<file path="src/rtl/fifo_arb_ctrl.sv">
// 16x4 FIFO shared by two writers and one reader, one storage operation per cycle.
// Read/write alternate under contention; the two writers rotate by last granted writer.
module fifo_arb_ctrl (
   input  logic       clk,
   input  logic       rst,
   input  logic       wr0_req,
   input  logic [3:0] wr0_data,
   output logic       wr0_gnt,
   input  logic       wr1_req,
   input  logic [3:0] wr1_data,
   output logic       wr1_gnt,
   input  logic       rd_req,
   output logic       rd_gnt,
   output logic [3:0] data_out,
   output logic       data_valid,
   output logic       full,
   output logic       empty,
   output logic [4:0] count
);

   localparam logic [1:0] StIdle = 2'd0;
   localparam logic [1:0] StWr0  = 2'd1;
   localparam logic [1:0] StWr1  = 2'd2;
   localparam logic [1:0] StRd   = 2'd3;

   logic [3:0] mem_q [16];
   logic [3:0] wr_ptr_q, rd_ptr_q;
   logic [4:0] count_q;
   logic [3:0] data_out_q;
   logic       data_valid_q;
   logic [1:0] last_op_q, last_op_d;
   logic       last_wr_q;

   logic       w0_elig, w1_elig, rd_elig;
   logic       rd_win, push, sel_wr1;
   logic [3:0] push_data;

   assign full       = (count_q == 5'd16);
   assign empty      = (count_q == 5'd0);
   assign count      = count_q;
   assign data_out   = data_out_q;
   assign data_valid = data_valid_q;

   always_comb begin
      w0_elig = wr0_req && !full;
      w1_elig = wr1_req && !full;
      rd_elig = rd_req && !empty;
      // A read yields to writes only right after an idle or read cycle.
      rd_win  = rd_elig && (!(w0_elig || w1_elig) || last_op_q == StWr0 || last_op_q == StWr1);
      push    = (w0_elig || w1_elig) && !rd_win;
      sel_wr1 = (w0_elig && w1_elig) ? !last_wr_q : w1_elig;
      push_data = sel_wr1 ? wr1_data : wr0_data;
      wr0_gnt = push && !sel_wr1;
      wr1_gnt = push && sel_wr1;
      rd_gnt  = rd_win;
      last_op_d = StIdle;
      if (rd_win) begin
         last_op_d = StRd;
      end else if (push) begin
         last_op_d = sel_wr1 ? StWr1 : StWr0;
      end
   end

   always_ff @(posedge clk) begin
      if (rst) begin
         wr_ptr_q     <= 4'd0;
         rd_ptr_q     <= 4'd0;
         count_q      <= 5'd0;
         data_out_q   <= 4'd0;
         data_valid_q <= 1'b0;
         last_op_q    <= StIdle;
         last_wr_q    <= 1'b1;
      end else begin
         data_valid_q <= rd_win;
         last_op_q    <= last_op_d;
         if (push) begin
            wr_ptr_q  <= wr_ptr_q + 4'd1;
            last_wr_q <= sel_wr1;
            count_q   <= count_q + 5'd1;
         end else if (rd_win) begin
            count_q   <= count_q - 5'd1;
         end
         if (rd_win) begin
            rd_ptr_q   <= rd_ptr_q + 4'd1;
            data_out_q <= mem_q[rd_ptr_q];
         end
      end
   end

   // Storage is not reset; only the write is blocked during reset.
   always_ff @(posedge clk) begin
      if (!rst && push) begin
         mem_q[wr_ptr_q] <= push_data;
      end
   end

endmodule

</file>
<file path="config.mk">
export PLATFORM = sky130hd
export DESIGN_NAME = fifo_arb_ctrl
export DESIGN_NICKNAME = d
export VERILOG_FILES = /design/src/rtl/fifo_arb_ctrl.sv
export SDC_FILE = /design/constraint.sdc
export NUM_CORES = 1
export LEC_CHECK = 0
export CORE_MARGIN = 3
export CORE_UTILIZATION = 50
export DETAILED_ROUTE_END_ITERATION = 7
export PLACE_DENSITY = 0.7
export SLEW_MARGIN = 25
export SYNTH_ARGS = -nofsm -noshare
export SYNTH_HDL_FRONTEND = slang
export SYNTH_SLANG_ARGS = --single-unit
</file>
<file path="constraint.sdc">
create_clock -name clk -period 6.3 [get_ports clk]
set_input_delay 0.945 -clock clk [delete_from_list [all_inputs] [get_ports clk]]
set_output_delay 0.945 -clock clk [all_outputs]
set_load 0.005 [all_outputs]
</file>
After elaboration in Yosys (flattened, before gate mapping)
Memory sizes are Yosys's and may differ from the RTL's. A register that Yosys moved wholly into a read port is not among the register bits. Cells that the tools add are included.

Register bits: 17. ROM bits: 0. Output and inout port bits: 15. Bits in latches: 0. Memories: 1. Logic and storage cells: 44. Memory bits (writable): 64. Input bits: 13.

Reduce and logical (&&, ||, !) cells: 21. Multiply operators: 0. Muxes and demuxes: 9. Magnitude comparators: 0. Equality and inequality tests: 3. Shift-type cells: 0. Add/subtract/negate cells: 4. Bitwise operators: 0. Div/mod/pow operators: 0.

Memory list: mem_q (depth 16, width 4, read ports 1, clocked after memory_dff 1, write ports 1, RTL line 26) `logic [3:0] mem_q [16];`.

Operators by type and width (number): $mux 5 (2); $logic_and 1x1->1 (9); $add 4x1->4 const B (2); $logic_not 1->1 (7); $mux 2 (3); $add 5x1->5 const B (1); $eq 5x5->1 const B (1); $logic_not 5->1 (1); $sub 5x1->5 const B (1); $mux 4 (1); $logic_or 1x1->1 (3); $mux 1 (3); $eq 2x1->1 const B (1); $eq 2x2->1 const B (1); $reduce_bool 2->1 (1).

Longest topological paths before layout
Gate-level depths: netlist (run 1).

Depth in word-level cells: 13. Gate-level depth with buffers: 12. Gate-level depth less buffers: 10.

Worst setup path after synthesis (run 1)
Ideal clock, no wire load.

Path type: flip-flop to flip-flop. Start: register count_q[1], in the netlist count[1]. End: register count_q[4], in the netlist count[4]. Arrival: 2839 ps. Stages on the path, launching flop included: 13. Setup time: 123 ps. Slack: 3338 ps. Period minus slack after synthesis: 2962 ps. Path buffers: 3. Required time: 6177 ps. Cells stage by stage: dfxtp_1 buf_6 or4_4 buf_6 o211a_4 nor2_4 inv_2 buf_4 ha_1 a31oi_1 or3_1 a21oi_2 mux2_1.

Cells in the longest elaborated chain, start to end: 11. Elaborated cells between the ends (all ways): 19. Classes of those cells: add/sub: 2; eq/ne: 1; mux: 2; reduce/logical: 14.

Ends and longest elaborated chain: start: declaration (RTL line 28) `logic [4:0] count_q;`; start signal: assignment (RTL line 79) `count_q <= count_q + 5'd1;`; start signal: assignment (RTL line 81) `count_q <= count_q - 5'd1;`; $eq 5x5->1 (RTL line 38) `assign full = (count_q == 5'd16);`; $logic_not 1->1 (RTL line 45, 46); $logic_and 1x1->1 (on tied branches) (RTL line 45, 46); $logic_or 1x1->1 (RTL line 49, 50); $logic_not 1->1 (RTL line 49) `rd_win = rd_elig && (!(w0_elig || w1_elig) || last_op_q == StWr0 || last_op_q == StWr1);`; $logic_or 1x1->1 (2 in series) (RTL line 49); $logic_and 1x1->1 (RTL line 49); $logic_not 1->1 (RTL line 50) `push = (w0_elig || w1_elig) && !rd_win;`; $logic_and 1x1->1 (RTL line 50); $mux 5 or $reduce_bool 2->1 (tied branches).

Several ways; a longest one is shown, not always the timed one. The select of a mux whose other input is x is not followed. A chain may end at the register's enable or synchronous reset.

Worst setup path after layout (run 1)
Start: input wr1_req. End: output rd_gnt.

Cells in the longest elaborated chain, start to end: 6.

Ends and longest elaborated chain: start: declaration (RTL line 9) `input logic wr1_req,`; $logic_and 1x1->1 (RTL line 46) `w1_elig = wr1_req && !full;`; $logic_or 1x1->1 (RTL line 49); $logic_not 1->1 (RTL line 49); $logic_or 1x1->1 (2 in series) (RTL line 49); $logic_and 1x1->1 (RTL line 49); end: declaration (RTL line 13) `output logic rd_gnt,`.

Every way passes these cells.

==> summary.txt, run 1 <==
Setup path
  • Worst EP arrival: ~2800 ps
  • Worst r2r src: count[1]
  • Startpoint types: input port
  • Setup CP Type: in -> out
  • Critical-path cell list: clkdlybuf4s50_1, nor2_1, a211oi_1, nor2_2, clkdlybuf4s50_1
  • Flop-to-flop setup slack: 3240 ps
  • CP max stage cell: clkdlybuf4s50_1
  • Critical path endpoint category: output port
  • Crit path from: wr1_req
  • Max stage delay on crit path: between 500 and 600 ps
  • CP Data Required Time: around 5400 ps
  • CP max FO: 9
  • Most used cell, CP: clkdlybuf4s50_1

Yosys
  • Synth Instances: 245
  • Syn Nets: 265
  • #FFs+latches synth: 85
  • Post-Syn Area: 3686 µm²
  • Synth area leader: edfxtp_1
  • Number of flops mapped to enable cells by yosys: 64
  • Mapped Avg Cell Area: 15.05 µm²
  • Seq/Total Area, Yosys: 63.54%
  • Yosys top cell area share: 52.14%
  • Primary FF master, synth: edfxtp_1
  • Post-synthesis cell type count: 42
  • Ys Warns: 0
  • Ys async rst share: 0%
  • Top cells by area, synth: edfxtp_1, mux4_2, dfxtp_1

Placement
  • Post-place instance area: 4013 µm²
  • Placer Congestion: ~0.76
  • Dpl cells: about 360
  • Number of port buffers: 27
  • Dpl hpwl: approximately 4.8 mm

Status
  • Status: completed

Clock network
  • CTS Hold Bufs: 0
  • Clk_lat worst skew: 350 ps
  • CTS sink cnt: between 80 and 90
  • Cts bufs inserted: 9
  • Clock slew at reported path FFs: 80 ps
  • Clock Tree Root: clkbuf_8
  • H-tree depth: 3
  • Gates resized, CTS repair: 0
  • CTS tree: yes
  • Clock Tree Buf Depth: 2
  • Setup Buffers After CTS: 0

Flow run
  • Max cap viols: 0

Drt
  • Via count: 2068
  • DRC Markers: 0
  • Via density: 5.574
  • Post-route ant nets: 0
  • DRT iter0 DRCs: 219
  • Drt wl/cell: 18.58 µm
  • DRT Pass-1 Iters: 4
  • Post-Route WL: about 6.9 mm

Finish
  • Fin nets: 291
  • Share of layout cells above drive strength 1: 18.91%
  • Finished Core Util: 60.84%
  • Final instance area: 4248 µm²
  • Number of diodes: 0
  • P&R area growth vs syn: 15.24%
  • Layout Cells excl Fill: ~370

Die
  • Site row count: 30
  • Die span in y: 91.86 µm
  • Starting Density: 52.80%
  • Die W: a little over 90 µm
  • Core area: 6982 µm²
  • Num ports: 28
  • Die footprint: 8438 µm²

STA
  • Pins Over Slew Limit: 0
  • Skew final: 6.473 ps
  • Final period utilization: between 60% and 70%
  • Setup violators final: 0
  • Worst-Margin Slew: about 1000 ps
  • Final worst path period need: 3789 ps
  • FMAX: 0.2639 GHz
  • Setup TNS: 0 ps
  • Relative slew slack: a little under a third
  • RSZ-0062 raised after global routing: false
  • Hold violation count in the final report: 0

Global route
  • Largest net degree at the start of global routing: 30
  • First-pass GRT wire length: approximately 11 mm
  • Global-route usage over all layers: approximately 18%
  • GRT overflow: 0
  • Vias in the first global route: 2045
  • Initial antenna violation count: 0

Power and ir drop
  • VDD IR max: 0.1932 mV
  • Leakage: 0.001364 µW
  • Pwr Density: 394.8 nW/µm²

Worst hold path
  • Worst Hold Class: reg -> reg
  • Min-delay src: last_wr_q
[layout by cell type (no fill, tap or decap), types with 2 or more instances in the layout]
cell type / n
nor2_2: 2
nand2b_1: 5
nor3_1: 7
a21oi_1: 8
edfxtp_1: 64
xor2_1: 2
nand2_1: 7
nand3b_1: 3
nor2_1: 33
xnor2_1: 7
nand3_1: 4
o211ai_1: 2
mux4_2: 20
mux2i_1: 5
bufinv_16: 3
inv_1: 4
clkdlybuf4s50_1: 27
dfxtp_1: 21
o21ai_0: 3
a31oi_1: 2
ha_1: 7
clkbuf_8: 9
or3_1: 4
mux2_2: 5
[state kept, by name (all words and copies together), names as in the netlist]
name,count
wr_ptr_q,4
rd_ptr_q,4
count,5
last_op_q,2
data_valid,1
mem_q,64
last_wr_q,1
data_out,4
[power breakdown]
group          switching, µW  internal, µW
sequential              51.9           670
clock                    189           262
combinational            256           249
total                    497          1180
[layout make-up]
cell class / instances / area [µm²]
multi-input combinational: 142 / 1254
clock inverter: 6 / 111.4
sequential: 85 / 2342
clock buffer: 9 / 123.9
timing repair buffer: 28 / 277.8
inverter: 5 / 18.77
fill: 551 / 2734
tap: 96 / 120.1
[final timing paths]
| check | endpoint | cells after the start |
|---|---|---|
| min | last_wr_q | 1 |
| max | rd_gnt | 5 |
| min reg2reg | last_wr_q | 1 |
| max reg2reg | count[4] | 9 |
[per-layer routing]
metal | global-route usage [%] | vias to the layer above | routed length (µm)
li1 | - | 975 | -
met1 | 26.94 | 1031 | 3317
met2 | 25.97 | 53 | 3155
met3 | 3.938 | 9 | 309
met4 | 7.054 | 0 | 110
met5 | 0 | - | 0
[per-stage QoR]
step	total power (µW)	setup slack, ps	hold WS (ps)
after floorplan	1087	3338	435.5
after global placement	1229	2637	460.1
after detailed placement	1237	2558	450.5
after CTS	1687	2535	471.7
after global routing	1772	2380	501.5
final	1677	2511	471.0
[cell usage after synthesis (2+ instances only)]
cell type   n
nor2_1     33
a31oi_1     2
dfxtp_1    21
xnor2_1     7
mux4_2     20
buf_2       3
or3_1       4
a21oi_1     8
nor3_1      7
nand3b_1    3
xor2_1      2
nor2_2      2
mux2i_1     5
clkbuf_1    7
nand3_1     4
o211ai_1    2
mux2_2      5
edfxtp_1   64
nand2_1     7
buf_6       2
ha_1        7
o21ai_0     3
inv_1       4
nand2b_1    5
[cells by family (layout without fill, tap and decap cells)]
family,count (synthesis),in the layout,synth area share [%]
xor+xnor,9,9,2.139
flops,85,85,63.54
fa+ha+maj,7,7,2.376
compound gates,23,23,4.549
buf+inv,18,48,2.444
mux,31,31,15.41
simple gates,72,72,9.539
[worst max-delay path, delay by kind of cell]
family	cells	cell delay [ps]
compound gates	1	520
buf+inv	2	1040
simple gates	2	340
Power figures use the tool's default switching activity.
==> run 2, diff against run 1 <==
Settings changed: PLACE_DENSITY 0.7 to 0.73.
Clock period 6.3 ns to 3.2 ns, I/O delays scaled along.
==> run 2 against run 1 <==
Critical path depth increased by 1. Power increased by 93%. Non-clock buffer count increased by 7. Clock-buffer cell count increased by 1. Critical path type is now reg -> out. Clock power increased by 77%. Sequential share of layout area decreased by 0.50 points. Sequential power increased by 95%. Final cell count increased by 2.2%. Routed wire length decreased by 3.3%. Largest power group unchanged. Die area unchanged. Utilization increased by 0.56 points. Worst setup slack got worse by 2300 ps.
==> summary.txt, run 2 (synthesis results as in run 1) <==
Drt
  • WL met3: 286 µm (-7.4%)
  • Drt wl/cell: 17.59 µm (-5.3%)
  • DRT Pass-1 Iters: 4 (unchanged)
  • DR WL met2: 3.206 mm (+1.6%)
  • Post-route ant nets: 0 (unchanged)
  • DRT iter0 DRCs: 173 (-21%)
  • Via density: 5.443 (-2.3%)
  • Met1 Routed Length: 3.097 mm (-6.6%)
  • Post-Route WL: 6.666 mm (-3.3%)
  • Via count: 2063 (-0.24%)
  • Top layer in use: met4
  • DRC Markers: 0 (unchanged)

Placement
  • Placer Congestion: 0.8487 (+11%)
  • Dpl hpwl: 4.770 mm (about the same)
  • Number of port buffers: 27 (unchanged)
  • Post-place instance area: 4043 µm² (+0.75%)

Status
  • Status: completed

Finish
  • Fill count: 564 (+2.4%)
  • Share of layout cells above drive strength 1: 21.20% (+2.3 points)
  • Finished Core Util: 61.40% (+0.56 points)
  • Max reg flops: 64 (unchanged)
  • Commonest non-fill, non-tap cell in the layout: edfxtp_1
  • P&R area growth vs syn: 16.29%
  • Fin nets: 298 (+2.4%)
  • Number of diodes: 0 (unchanged)
  • Largest Register: mem_q
  • Final instance area: 4287 µm² (+0.91%)
  • Commonest non-fill, non-tap cells in the layout: edfxtp_1, nor2_1, clkdlybuf4s50_1, dfxtp_1, mux4_2

Setup path
  • Setup CP Type: reg -> out
  • Worst EP arrival: 2550 ps (-290 ps)
  • Flop-to-flop setup slack: 260 ps (-2980 ps)
  • CP Data Required Time: 2720 ps (-2630 ps)
  • Startpoint types: flop
  • CP max FO: 12 (+3)
  • Critical path endpoint category: output port
  • Reg2Reg Depth: 11 (+2)

Clock network
  • CTS sink cnt: 85 (unchanged)
  • Clock Tree Root: clkbuf_8
  • Clk_lat worst skew: 350 ps (about the same)
  • Clock Tree Buf Depth: 2 (unchanged)
  • Clock slew at reported path FFs: 80 ps (about the same)
  • Cts bufs inserted: 9 (unchanged)
  • CTS tree: yes
  • H-tree depth: 3 (unchanged)

Power and ir drop
  • Flop pwr share: 43.4% (+0.4 points)
  • Logic pwr share: 32.1% (+2.0 points)
  • Internal cell power: 2262 µW (+92%)
  • Pwr Density: 756.7 nW/µm² (+92%)
  • NetSw: 982.1 µW (+98%)
  • VDD IR max: 0.4266 mV (+120%)
  • Leakage: 0.001389 µW (+1.8%)
  • Clock share of power: 24.5% (-2.4 points)
  • Switching part of the total: 30.28% (+0.66 points)

Global route
  • Vias in the first global route: 2012 (-1.6%)
  • Initial antenna violation count: 0 (unchanged)
  • GRT overflow: 0 (unchanged)
  • Global-route usage over all layers: 17.47% (-0.61 points)
  • First-pass GRT wire length: 10.88 mm (-3.9%)
  • Largest net degree at the start of global routing: 26 (-13%)

Worst hold path
  • Hold Path Cell Cnt: 1 (unchanged)
  • Worst Hold Class: reg -> reg

STA
  • Pins Over Slew Limit: 0 (unchanged)
  • Setup violators final: 0 (unchanged)
  • Skew final: 12.16 ps (+5.690 ps)
  • Hold violation count in the final report: 0 (unchanged)
  • RSZ-0062 raised after global routing: false
  • Final worst path period need: 3034 ps
  • Relative slew slack: 39.94% (+8.4 points)
  • Setup TNS: 0 ps (unchanged)
  • FMAX: 0.3296 GHz
  • Worst-Margin Slew: 899.7 ps (-124.4 ps)
  • Final period utilization: 94.82%

Flow run
  • Max cap viols: 0 (unchanged)

Die
  • Die span in y: 91.86 µm (unchanged)
  • Site row count: 30 (unchanged)
  • Core area: 6982 µm² (unchanged)
  • Starting Density: 52.80% (unchanged)
  • Die W: 91.86 µm (unchanged)
  • Die footprint: 8438 µm² (unchanged)
  • Num ports: 28 (unchanged)
## run 2: cell count changes in the layout (fill, tap and decap cells not counted), sizes merged
| cell | before | now |
|---|---|---|
| buf | 1 | 8 |
| clkbuf | 9 | 10 |
| inv | 6 | 7 |
| clkinvlp | 1 | 2 |
| bufinv | 3 | 1 |
## run 2: power by group through the flow
stage	clock network, µW	logic (µW)	registers [µW]
global route	863	1140	1420
CTS	809	1020	1410
global placement	0	1000	1430
detailed placement	0	1020	1430
floorplan	0	740	1400
finish	795	1040	1410
## run 2: area by class of cell
type / count / area, µm² / area share [%]
repair buffers: 35 / 330.3 / 7.706
flip-flops and latches: 85 / 2342 / 54.64
well taps: 96 / 120.1 / 2.802
clock buffers: 10 / 148.9 / 3.473
multi-input cells: 142 / 1259 / 29.36
inverters: 5 / 18.77 / 0.4378
clock inverters: 6 / 67.56 / 1.576
## run 2: per-stage QoR
stage	instances	total power [µW]	setup WS (ps)	hold WS, ps
after floorplan	245	2141	237.8	435.5
after global placement	360	2432	317.9	462.5
after detailed placement	360	2452	274.5	458.2
after CTS	376	3239	26.70	477.7
after global routing	379	3429	41.80	516.8
final	379	3244	165.6	475.5
## run 2: routing by layer
layer / vias up / track usage (%)
met5: - / 0
met4: 0 / 4.579
met3: 5 / 6.071
met2: 54 / 26.58
met1: 1010 / 24.17
li1: 994 / -
## run 2: critical path, cell delays in order (launching register included)
cell	delay, ps
dfxtp_1	360
or4_4	610
o211a_4	280
nor2_4	140
inv_2	110
nor2_2	180
clkdlybuf4s50_1	520
## run 2: worst paths after layout
check,start,end
worst min-delay path,last_wr_q,last_wr_q
worst max-delay path,count[0],wr1_gnt
worst min register to register,last_wr_q,last_wr_q
worst max register to register,count[0],count[4]
## run 2: timing repair
item | 4_1_cts | 5_1_grt
endpoints found under the setup margin | 0 | 3
buffers inserted | 0 | 3
hold buffers | 0 | 0
gates resized for setup | 0 | 1
==> run 3, diff against run 2 <==
Settings changed: ABC_AREA from default to 1, CAP_MARGIN from default to 20, PLACE_DENSITY 0.73 to 0.7.
Clock period 3.2 ns to 3 ns, I/O delays scaled along.
==> run 3 against run 2 <==
Final area down 1.0%. Final cell count up 29%. Worst setup slack better by 240 ps. Largest power group unchanged. Clock power down 3.3%. Global-route usage up 3.4 points. Combinational power about the same. Sequential power up 7%. Clock-buffer cell count up 1.
==> summary.txt, run 3 <==
Status
  • Status: completed

Clock network
  • Cts bufs inserted: 9 (unchanged)
  • CTS tree: yes
  • Gates resized, CTS repair: 0 (unchanged)
  • Clock Tree Buf Depth: 2 (unchanged)
  • Setup Buffers After CTS: 0 (unchanged)
  • CTS sink cnt: 85 (unchanged)
  • Clock Tree Root: clkbuf_8
  • Clock slew at reported path FFs: 80 ps (about the same)
  • Clk_lat worst skew: 350 ps (about the same)
  • CTS Hold Bufs: 0 (unchanged)
  • H-tree depth: 3 (unchanged)

Setup path
  • CP Data Required Time: 2550 ps (-170 ps)
  • Crit path from: wr0_req
  • CP max FO: 14 (+2)
  • Worst EP arrival: 2150 ps (-400 ps)
  • Worst r2r src: count[1]
  • Setup CP Type: in -> out
  • Startpoint types: input port
  • Critical path endpoint category: output port

Finish
  • Max reg flops: 64 (unchanged)
  • Share of layout cells above drive strength 1: 8.163% (-13 points)
  • Layout Cells excl Fill: 488 (+29%)
  • Area occupied by multi-input gates: 1169 µm² (-7.2%)
  • Largest Register: mem_q
  • Fill count: 604 (+7.1%)
  • Number of diodes: 0 (unchanged)
  • Register area: 2342 µm² (unchanged)
  • Fin nets: 407 (+37%)
  • Commonest non-fill, non-tap cell in the layout: edfxtp_1
  • Commonest non-fill, non-tap cells in the layout: edfxtp_1, nor2_1, nand2_1, o21ai_0, inv_1
  • P&R area growth vs syn: 14.21%

Yosys
  • Most numerous cell in the Yosys netlist: edfxtp_1
  • Ys async rst share: 0% (unchanged)
  • Post-synthesis cell type count: 29 (-31%)
  • Largest family of logic cells by synthesized area: simple AND/OR/NAND/NOR gates
  • #FFs+latches synth: 85 (unchanged)
  • Synth cell count leaders: edfxtp_1, nor2_1, nand2_1, o21ai_0, inv_1
  • Syn Nets: 379 (+43%)
  • Seq/Total Area, Yosys: 63.05% (-0.49 points)
  • Mapped Avg Cell Area: 10.35 µm² (-31%)
  • XOR/XNOR share of the synthesized area: 0.4715% (-1.7 points)
  • Yosys top cell area share: 51.73% (-0.40 points)
  • Top cells by area, synth: edfxtp_1, dfxtp_1, nor2_1
  • Synth Area in Simple Gates: 14.79% (+5.2 points)
  • Synth Area in Compound Gates: 13.84% (+9.3 points)
  • Synth Instances: 359 (+47%)
  • Post-Syn Area: 3715 µm² (+0.78%)
  • Primary FF master, synth: edfxtp_1
  • Mux contribution to synthesized area: 0% (-15 points)
  • Number of flops mapped to enable cells by yosys: 64 (unchanged)
  • Synth area leader: edfxtp_1
  • Adder-cell share of the synthesized area: 2.358% (-0.018 points)
  • Ys Warns: 0 (unchanged)

Placement
  • Placer Congestion: 0.9052 (+6.7%)
  • Number of port buffers: 27 (unchanged)
  • Dpl cells: 472 (+31%)
  • Dpl hpwl: 5.490 mm (+15%)

Drt
  • DRT Pass-1 Iters: 5 (+1)
  • DRC Markers: 0 (unchanged)
  • Via count: 2686 (+30%)
  • Drt wl/cell: 16.91 µm (-3.8%)
  • Via density: 5.504 (+1.1%)
  • DRT iter0 DRCs: 216 (+25%)
  • Post-Route WL: 8.254 mm (+24%)
  • Post-route ant nets: 0 (unchanged)

Die
  • Core area: 6982 µm² (unchanged)
  • Die W: 92.20 µm (+0.36%)
  • Die footprint: 8500 µm² (+0.73%)
  • Starting Density: 53.21% (+0.41 points)
  • Num ports: 28 (unchanged)
  • Site row count: 30 (unchanged)
  • Die span in y: 92.20 µm (+0.36%)

Worst hold path
  • Worst Hold Class: reg -> reg
  • Min-delay src: last_wr_q

STA
  • RSZ-0062 raised after global routing: false
  • Final worst path period need: 2598 ps
  • Pins Over Slew Limit: 0 (unchanged)
  • Final period utilization: between 80% and 90%
  • Skew final: 6.706 ps (-5.456 ps)
  • Relative slew slack: 56.74% (+17 points)
  • Hold violation count in the final report: 0 (unchanged)
  • Setup TNS: 0 ps (unchanged)
  • FMAX: 0.3850 GHz
  • Worst-Margin Slew: 648.0 ps (-251.8 ps)
  • Setup violators final: 0 (unchanged)

Global route
  • GRT overflow: 0 (unchanged)
  • Largest net degree at the start of global routing: 34 (+31%)
  • Initial antenna violation count: 0 (unchanged)
  • First-pass GRT wire length: 13.35 mm (+23%)
  • Global-route usage over all layers: 20.87% (+3.4 points)
  • Vias in the first global route: 2574 (+28%)

Power and ir drop
  • Leakage: 0.001576 µW (+13%)
  • Pwr Density: 785.2 nW/µm² (+3.8%)
  • VDD IR max: 0.4312 mV (+1.1%)

Flow run
  • Max cap viols: 0 (unchanged)
run 3: cell count changes in the layout (fill, tap and decap cells not counted), moves of 8 or more:
cell      change
o21ai_1       +9
nand3_1      +12
o211ai_1      +8
inv_1        +29
nor2_1       +22
o221ai_1     +10
nand2_1      +38
o21ai_0      +36
mux4_2       -20
run 3: cell families after synthesis:
kind of cell | count (synthesis)
XOR/XNOR | 2
AO/OA/AOI/OAI | 86
adder cells (fa/ha/maj) | 7
buffers and inverters | 50
flip-flops | 85
AND/OR/NAND/NOR | 129
run 3: final timing paths:
| path | end | cells past startpoint | slack (ps) |
|---|---|---|---|
| max | rd_gnt | 6 | 400 |
| min | last_wr_q | 2 | 470 |
| max reg2reg | count[2] | 15 | 840 |
| min reg2reg | last_wr_q | 2 | 470 |
run 3: power breakdown:
group          internal (µW)  switching [µW]  total (µW)
clock network            381             388         769
registers               1410            98.7        1510
logic                    400             653        1050
run 3: worst max-delay path: stages:
cell and delay (ps):
clkdlybuf4s50_1 410, or2_2 320, nand3_1 100, nand2_2 100, inv_2 210, clkdlybuf4s50_1 550
run 3: final cells by class:
class / count / share of cell area, %
sequential: 85 / 55.21
multi-input combinational: 224 / 27.54
timing repair buffer: 29 / 6.724
inverter: 38 / 3.362
clock buffer: 11 / 3.096
tap: 96 / 2.831
clock inverter: 5 / 1.239
run 3: per-layer routing:
layer / global-route usage (%) / share of wire [%]
met4: 6.931 / 2.0
met2: 32.85 / 49
met3: 5.496 / 5.9
met5: 0 / 0
met1: 28.16 / 43
run 3: stage by stage:
| stage | power, µW | setup slack (ps) | utilization [%] | instance area, µm² | hold slack (ps) |
|---|---|---|---|---|---|
| after floorplan | 2209 | 1075 | - | 3715 | 431.3 |
| after global placement | 2560 | 430.4 | 58.14 | 4059 | 460.4 |
| after detailed placement | 2582 | 389.4 | 58.14 | 4059 | 460.1 |
| after CTS | 3337 | 398.6 | 60.77 | 4243 | 481.0 |
| after global routing | 3551 | 195.4 | 60.77 | 4243 | 529.0 |
| final | 3332 | 402.4 | 60.77 | 4243 | 474.4 |
